$ cat src/rtl/imem_stream_loader.sv
// imem_stream_loader: receives a framed byte stream (SYNC, LEN_LO, LEN_HI,
// 4*N little-endian data bytes, 8-bit CSUM), writes the assembled 32-bit words
// sequentially into instruction memory and holds the core in reset until a
// complete frame with a matching checksum has been received.
//
// Ports:
//   clk        system clock
//   reset      synchronous, active-high reset
//   in_valid   byte available on in_data
//   in_data    stream byte
//   in_ready   always 1 (no backpressure); byte consumed on in_valid & in_ready
//   imem_we    one-cycle IMEM write strobe
//   imem_addr  IMEM byte address (word index * 4), holds last value
//   imem_wdata IMEM write data, holds last value
//   cpu_reset  reset to the core; low only while a good frame is loaded
//   done       frame accepted, core released
//   error      frame rejected (length or checksum)
module imem_stream_loader #(
  parameter int unsigned IMEM_SIZE = 128,
  parameter logic [7:0]  SYNC_BYTE = 8'hA5
) (
  input  logic        clk,
  input  logic        reset,
  input  logic        in_valid,
  input  logic [7:0]  in_data,
  output logic        in_ready,
  output logic        imem_we,
  output logic [31:0] imem_addr,
  output logic [31:0] imem_wdata,
  output logic        cpu_reset,
  output logic        done,
  output logic        error
);

  localparam int unsigned LEN_W = 16;
  localparam logic [LEN_W-1:0] MAX_WORDS = LEN_W'(IMEM_SIZE);

  typedef enum logic [2:0] {
    S_IDLE,
    S_LEN_LO,
    S_LEN_HI,
    S_DATA,
    S_CSUM,
    S_DONE,
    S_ERR
  } state_t;

  state_t           state;
  logic [LEN_W-1:0] len;
  logic [LEN_W-1:0] word_idx;
  logic [1:0]       byte_cnt;
  logic [23:0]      word_buf;
  logic [7:0]       sum;

  logic             accept;
  logic [LEN_W-1:0] len_full;
  logic [LEN_W-1:0] word_idx_nxt;

  assign accept       = in_valid & in_ready;
  // Word count as it will be once the LEN_HI byte is stored
  assign len_full     = {in_data, len[7:0]};
  assign word_idx_nxt = word_idx + LEN_W'(1);

  // Frame FSM with registered outputs
  always_ff @(posedge clk) begin
    if (reset) begin
      state      <= S_IDLE;
      len        <= '0;
      word_idx   <= '0;
      byte_cnt   <= '0;
      word_buf   <= '0;
      sum        <= '0;
      in_ready   <= 1'b1;
      imem_we    <= 1'b0;
      imem_addr  <= '0;
      imem_wdata <= '0;
      cpu_reset  <= 1'b1;
      done       <= 1'b0;
      error      <= 1'b0;
    end else begin
      in_ready <= 1'b1;
      imem_we  <= 1'b0;
      if (accept) begin
        case (state)
          // Outside a frame only SYNC matters; it restarts and re-asserts core reset
          S_IDLE, S_DONE, S_ERR: begin
            if (in_data == SYNC_BYTE) begin
              state     <= S_LEN_LO;
              done      <= 1'b0;
              error     <= 1'b0;
              cpu_reset <= 1'b1;
              sum       <= '0;
              word_idx  <= '0;
              byte_cnt  <= '0;
            end
          end
          S_LEN_LO: begin
            len[7:0] <= in_data;
            state    <= S_LEN_HI;
          end
          S_LEN_HI: begin
            len[15:8] <= in_data;
            if (len_full > MAX_WORDS) begin
              state <= S_ERR;
              error <= 1'b1;
            end else if (len_full == '0) begin
              state <= S_CSUM;
            end else begin
              state <= S_DATA;
            end
          end
          S_DATA: begin
            sum      <= sum + in_data;
            byte_cnt <= byte_cnt + 2'd1;
            case (byte_cnt)
              2'd0: word_buf[7:0]   <= in_data;
              2'd1: word_buf[15:8]  <= in_data;
              2'd2: word_buf[23:16] <= in_data;
              default: begin
                // Fourth byte completes the word; strobe the write next cycle
                imem_we    <= 1'b1;
                imem_addr  <= 32'(word_idx) << 2;
                imem_wdata <= {in_data, word_buf};
                word_idx   <= word_idx_nxt;
                if (word_idx_nxt == len) begin
                  state <= S_CSUM;
                end
              end
            endcase
          end
          S_CSUM: begin
            if (in_data == sum) begin
              state     <= S_DONE;
              done      <= 1'b1;
              cpu_reset <= 1'b0;
            end else begin
              state <= S_ERR;
              error <= 1'b1;
            end
          end
          default: state <= S_IDLE;
        endcase
      end
    end
  end

endmodule
$ cat config.mk
export PLATFORM = sky130hd
export DESIGN_NAME = imem_stream_loader
export DESIGN_NICKNAME = d
export VERILOG_FILES = /design/src/rtl/imem_stream_loader.sv
export SDC_FILE = /design/constraint.sdc
export NUM_CORES = 1
export LEC_CHECK = 0
export ABC_CLOCK_PERIOD_IN_PS = 2600
export CORE_ASPECT_RATIO = 1.5
export CORE_MARGIN = 2
export CORE_UTILIZATION = 55
export CTS_BUF_LIST = sky130_fd_sc_hd__clkbuf_16
export DETAILED_ROUTE_END_ITERATION = 16
export MAX_ROUTING_LAYER = met4
export PLACE_DENSITY = 0.77
export SLEW_MARGIN = 0
export SYNTH_ARGS = -nofsm -noshare
export SYNTH_HDL_FRONTEND = slang
export SYNTH_SLANG_ARGS = --single-unit
$ cat constraint.sdc
create_clock -name clk -period 2.6 [get_ports clk]
set_clock_uncertainty 0.1 [all_clocks]
set_input_delay 0.39 -clock clk [delete_from_list [all_inputs] [get_ports clk]]
set_output_delay 0.39 -clock clk [all_outputs]
set_load 0.05 [all_outputs]
# ---- Yosys cells after proc, flatten, opt, wreduce, memory -nomap -nowiden
# Index checks and enable logic that the tools add are counted.
dict set report classes {
  addsub 3
  magnitude_cmp 1
  n_reduce_logical 20
  n_eq_ne 17
  n_mux 24
  bitwise_logic 3
}
# operator count
set op_table {}
lappend op_table {{$mux 16} 2}
lappend op_table {{$pmux 16 s2} 1}
lappend op_table {{$add 16x1->16 const B} 1}
lappend op_table {{$eq 16x16->1} 1}
lappend op_table {{$gt 16x8->1 const B} 1}
lappend op_table {{$logic_not 16->1} 1}
lappend op_table {{$pmux 8 s2} 1}
lappend op_table {{$mux 3} 5}
lappend op_table {{$pmux 3 s5} 1}
lappend op_table {{$reduce_and 3->1} 5}
lappend op_table {{$ne 2x2->1 const B} 6}
lappend op_table {{$reduce_and 4->1} 3}
lappend op_table {{$eq 3x3->1 const B} 3}
lappend op_table {{$reduce_or 3->1} 3}
lappend op_table {{$add 8x8->8} 1}
lappend op_table {{$eq 8x8->1} 1}
lappend op_table {{$eq 8x8->1 const B} 1}
lappend op_table {{$mux 8} 1}
lappend op_table {{$mux 1} 7}
lappend op_table {{$eq 3x2->1 const B} 2}
lappend op_table {{$reduce_and 5->1} 1}
lappend op_table {{$mux 2} 2}
lappend op_table {{$pmux 1 s2} 2}
lappend op_table {{$pmux 2 s2} 1}
lappend op_table {{11 further kinds} 15}
dict set report totals {
  register_bits 121
  input_bits 11
  word_cells 83
  output_inout_bits 69
}

# ---- Depth between registers and ports, before layout
dict set report logic_depth {
  word_depth 5
  ltp_mapped 9
  ltp_nobuf 9
}

# ---- Worst setup path after synthesis
# OpenSTA, ideal clock, no wires.
dict set report synth_path {
  path_type {register to register}
  from {reg word_idx[0]}
  to {reg state[0]}
  n_path_buf 1
  t_arrival_ns 2.108
  path_stages_with_launch 10
  setup_slack_ns 0.254
  period_less_slack_ns 2.346
  cell_sequence {dfxtp_1 -> ha_1 -> buf_2 -> and3_1 -> nand3_1 -> a311oi_1 -> a21oi_1 -> a2111o_1 -> o31ai_2 -> a311oi_1}
}
dict set report synth_via {
  elab_chain_cells 4
}
# element line_no
set synth_lines {}
lappend synth_lines {{from (decl)} 50} ;# logic [LEN_W-1:0] word_idx;
lappend synth_lines {{from (signal assigned)} 124} ;# word_idx <= word_idx_nxt;
lappend synth_lines {{$add 16x1->16} 62} ;# assign word_idx_nxt = word_idx + LEN_W'(1);
lappend synth_lines {{$eq 16x16->1} 125} ;# if (word_idx_nxt == len) begin
lappend synth_lines {{$ne 2x2->1 (no source line)} --}
lappend synth_lines {{$reduce_and 4->1 (no source line)} --}
lappend synth_lines {{to (signal assigned)} 67} ;# state <= S_IDLE;
lappend synth_lines {{to (signal assigned)} 126} ;# state <= S_CSUM;
lappend synth_lines {{to (signal assigned)} 133} ;# state <= S_DONE;
lappend synth_lines {{to (decl)} 48} ;# state_t state;
# No other way between the ends.
# A chain may end at the register's enable or synchronous reset.

# ---- Worst setup path after layout
dict set report layout_path {
  from {reg word_idx[3]}
  to {reg state[1]}
}
# Same word-level chain as after synthesis.

==> impl_metrics.csv <==
group,metric,value,unit
outcome,status,"finished clean",
pwr,comb_power_share,8.5,%
sta,fin_crit_sh,95.7,%
placement,placed_cells,903,
sta,fin_tns_setup,0,ns
grt,busiest_layer,"met2",
grt,grt_overflow,0,
pwr,switchingPower,1.22,mW
pwr,power_density,652,nW/µm²
floorplan,die-area,11200,µm²
sta,rsz0062_at_grt,"no",
cts,cts_buffer_depth,2,
placement,portBuffers,62,
grt,grt_pass1_wl,23900,µm
cts,clk_latency,0.43,ns
final_layout,final_common_cell,"nand2_1",
grt,grt_pass1_vias,4993,
cts,root_buffer,"clkbuf_16",
critical_path,end_kind,"flip-flop",
pwr,seqPwrFrac,41.0,%
synthesis,yosysSeqAreaShare,42.5,%
floorplan,fp-row-count,45,
cts,cts.htree.levels,4,
route,ant_nets,0,
worst_hold_path,hold_path.class,"reg -> reg",
final_layout,nets,830,
synthesis,ys.flop_type,"dfxtp_1",
sta,timing.hold.ws,0.351,ns
cts,cts_buffers,17,
sta,worst_pin_slew,0.583,ns
floorplan,fp.dieW,87.1,µm
route,num_vias,5316,
sta,hold_viol,0,
floorplan,start_util,56.3,%
critical_path,arrival,2.66,ns
grt,global_route.usage.met3,6.74,%
critical_path,worst-path-max-fanout,9,
synthesis,yosys.area_share.xor_xnor,4.15,%
final_layout,layout-drive-gt1-share,10.6,%
pwr,p_int,3.44,mW
synthesis,synthDistinctLibCells,54,
cts,clkTransAtPathRegs,0.06,ns
synthesis,ys_ff_latch,121,
sta,finalCriticalPeriod,2.49,ns
critical_path,crit_path_start_kind,"flip-flop",
synthesis,synth_edf_count,0,
pwr,p_leak,2.60,nW
synthesis,yosys_warnings,0,
floorplan,dieHeight,129,µm
sta,setup_viol,0,
route,post-route-drc-count,0,
synthesis,syn_inst,740,
synthesis,syn_avg_cell_area,7.71,µm²
grt,grt_use_met2,46.0,%
route,drt_iter0_drc,329,
critical_path,r2r_setup_slack,0.11,ns
synthesis,synth-compound-area-share,17.0,%
route,wire_per_inst,15.5,µm
final_layout,layout_common_cells,"176 x nand2_1, 121 x dfxtp_1, 115 x a21oi_1",
critical_path,criticalPathCategory,"reg -> reg",
pwr,netSwitchingFraction,26.1,%
placement,gp_congestion,0.904,
cts,cts_tree,"done",
grt,grt_max_degree,74,
floorplan,ios,80,
critical_path,cp.required,2.78,ns
grt,grt_usage,28.0,%
route,first_pass_iters,5,
synthesis,synthAdderAreaFrac,2.98,%
synthesis,yosysTopAreaCellShare,42.5,%
floorplan,core-area,10100,µm²
sta,slew_viol_final,0,
synthesis,yosysTopAreaCell,"dfxtp_1",
final_layout,finalNonFillerCells,936,
grt,grt_antenna_before_repair,0,
synthesis,synth_async_sr_flop_share,0,%
synthesis,synth_area_leaders,"dfxtp_1 42%, nand2_1 12%, a21oi_1 10%, nor2_1 3.2%, nand3_1 2.8%",
grt,use_met1,32.0,%
synthesis,synth_top_family_by_area,"simple AND/OR/NAND/NOR gates",
flow_run,cap_violations,0,
sta,slew-limit-headroom,61.1,%
sta,fmax,0.402,GHz
pwr,vdd.ir_drop.worst,478,µV
pwr,clkPwrFrac,50.5,%
synthesis,netlist_area,5700,µm²
route,vias_per_cell,5.68,
synthesis,synth_mux_area_share,0.527,%
route,routed_wl,14500,µm
final_layout,area_growth,25.2,%
synthesis,yosys.area_share.simple,26.1,%
placement,dp_hpwl,9950,µm
final_layout,num_antenna_cells,0,
cts,clock_sinks,121,
## critical path, stage by stage (launching register included)
cell and delay (ns):
dfxtp_1 0.52, and4_1 0.37, nand4_4 0.18, nor2_2 0.20, xnor2_1 0.14, a2111o_1 0.40, o31ai_4 0.29, a311oi_1 0.14
## logic make-up after synthesis
group           Yosys count
simple gates            327
compound gates          170
flops                   121
buf+inv                  77
xor+xnor                 27
fa+ha+maj                13
mux                       3
other cells               2
## power by group through the flow
stage	registers (mW)	clock network, mW	logic [mW]
after floorplan	1.95	0	0.284
after global placement	1.95	0	0.381
after detailed placement	1.95	0	0.385
after CTS	1.91	2.38	0.386
after global routing	1.91	2.46	0.426
final	1.91	2.35	0.394
## path summary, 6_finish.rpt
check | from | end | cells past startpoint
max | word_idx[3] | state[1] | 7
min | imem_addr[6] | imem_addr[6] | 2
max reg2reg | word_idx[3] | state[1] | 7
min reg2reg | imem_addr[6] | imem_addr[6] | 2
## sequential cells by signal (all words and copies together), names as in the netlist
name        cells
byte_cnt        2
sum             8
cpu_reset       1
imem_we         1
error           1
done            1
word_idx       16
imem_addr      16
len            16
imem_wdata     32
state           3
word_buf       24
## area by class of cell
| type | instances | area (µm²) |
|---|---|---|
| fill | 820 | 2990 |
| sequential | 121 | 2420 |
| tap | 117 | 146 |
| clock buffer | 17 | 425 |
| timing repair buffer | 102 | 968 |
| clock inverter | 15 | 168 |
| inverter | 7 | 26.3 |
| multi-input combinational | 557 | 2980 |
## through the flow
step                      area (µm²)  util (%)  setup WS, ns  power (mW)
after CTS                       7110      70.2         0.102        4.67
after global placement          6520      64.3        -0.179        2.33
after detailed placement        6520      64.3        -0.263        2.33
after floorplan                 5760         -         0.254        2.23
final                           7140      70.5         0.112        4.65
after global routing            7140      70.5        0.0604        4.80
## routing by layer
| metal | part of all wire, % | wire length (µm) |
|---|---|---|
| met2 | 52 | 7580 |
| met3 | 5.3 | 767 |
| met4 | 2.7 | 386 |
| met5 | 0 | 0 |
| met1 | 40 | 5800 |
## what timing repair did
item,in CTS,in global routing
resized for setup,0,4
hold buffers,0,0
endpoints found under the setup margin,0,4
setup buffers,0,1
## Yosys cell counts (10+ instances only)
| cell | instances |
|---|---|
| ha_1 | 12 |
| buf_4 | 17 |
| xnor2_1 | 17 |
| dfxtp_1 | 121 |
| a22oi_1 | 10 |
| o21ai_0 | 17 |
| nand3_1 | 32 |
| nand2_1 | 177 |
| clkbuf_1 | 35 |
| a21oi_1 | 115 |
| nor3_1 | 13 |
| nor2_1 | 48 |
| buf_2 | 13 |
| xor2_1 | 10 |
(Power assumes the default switching activity.)
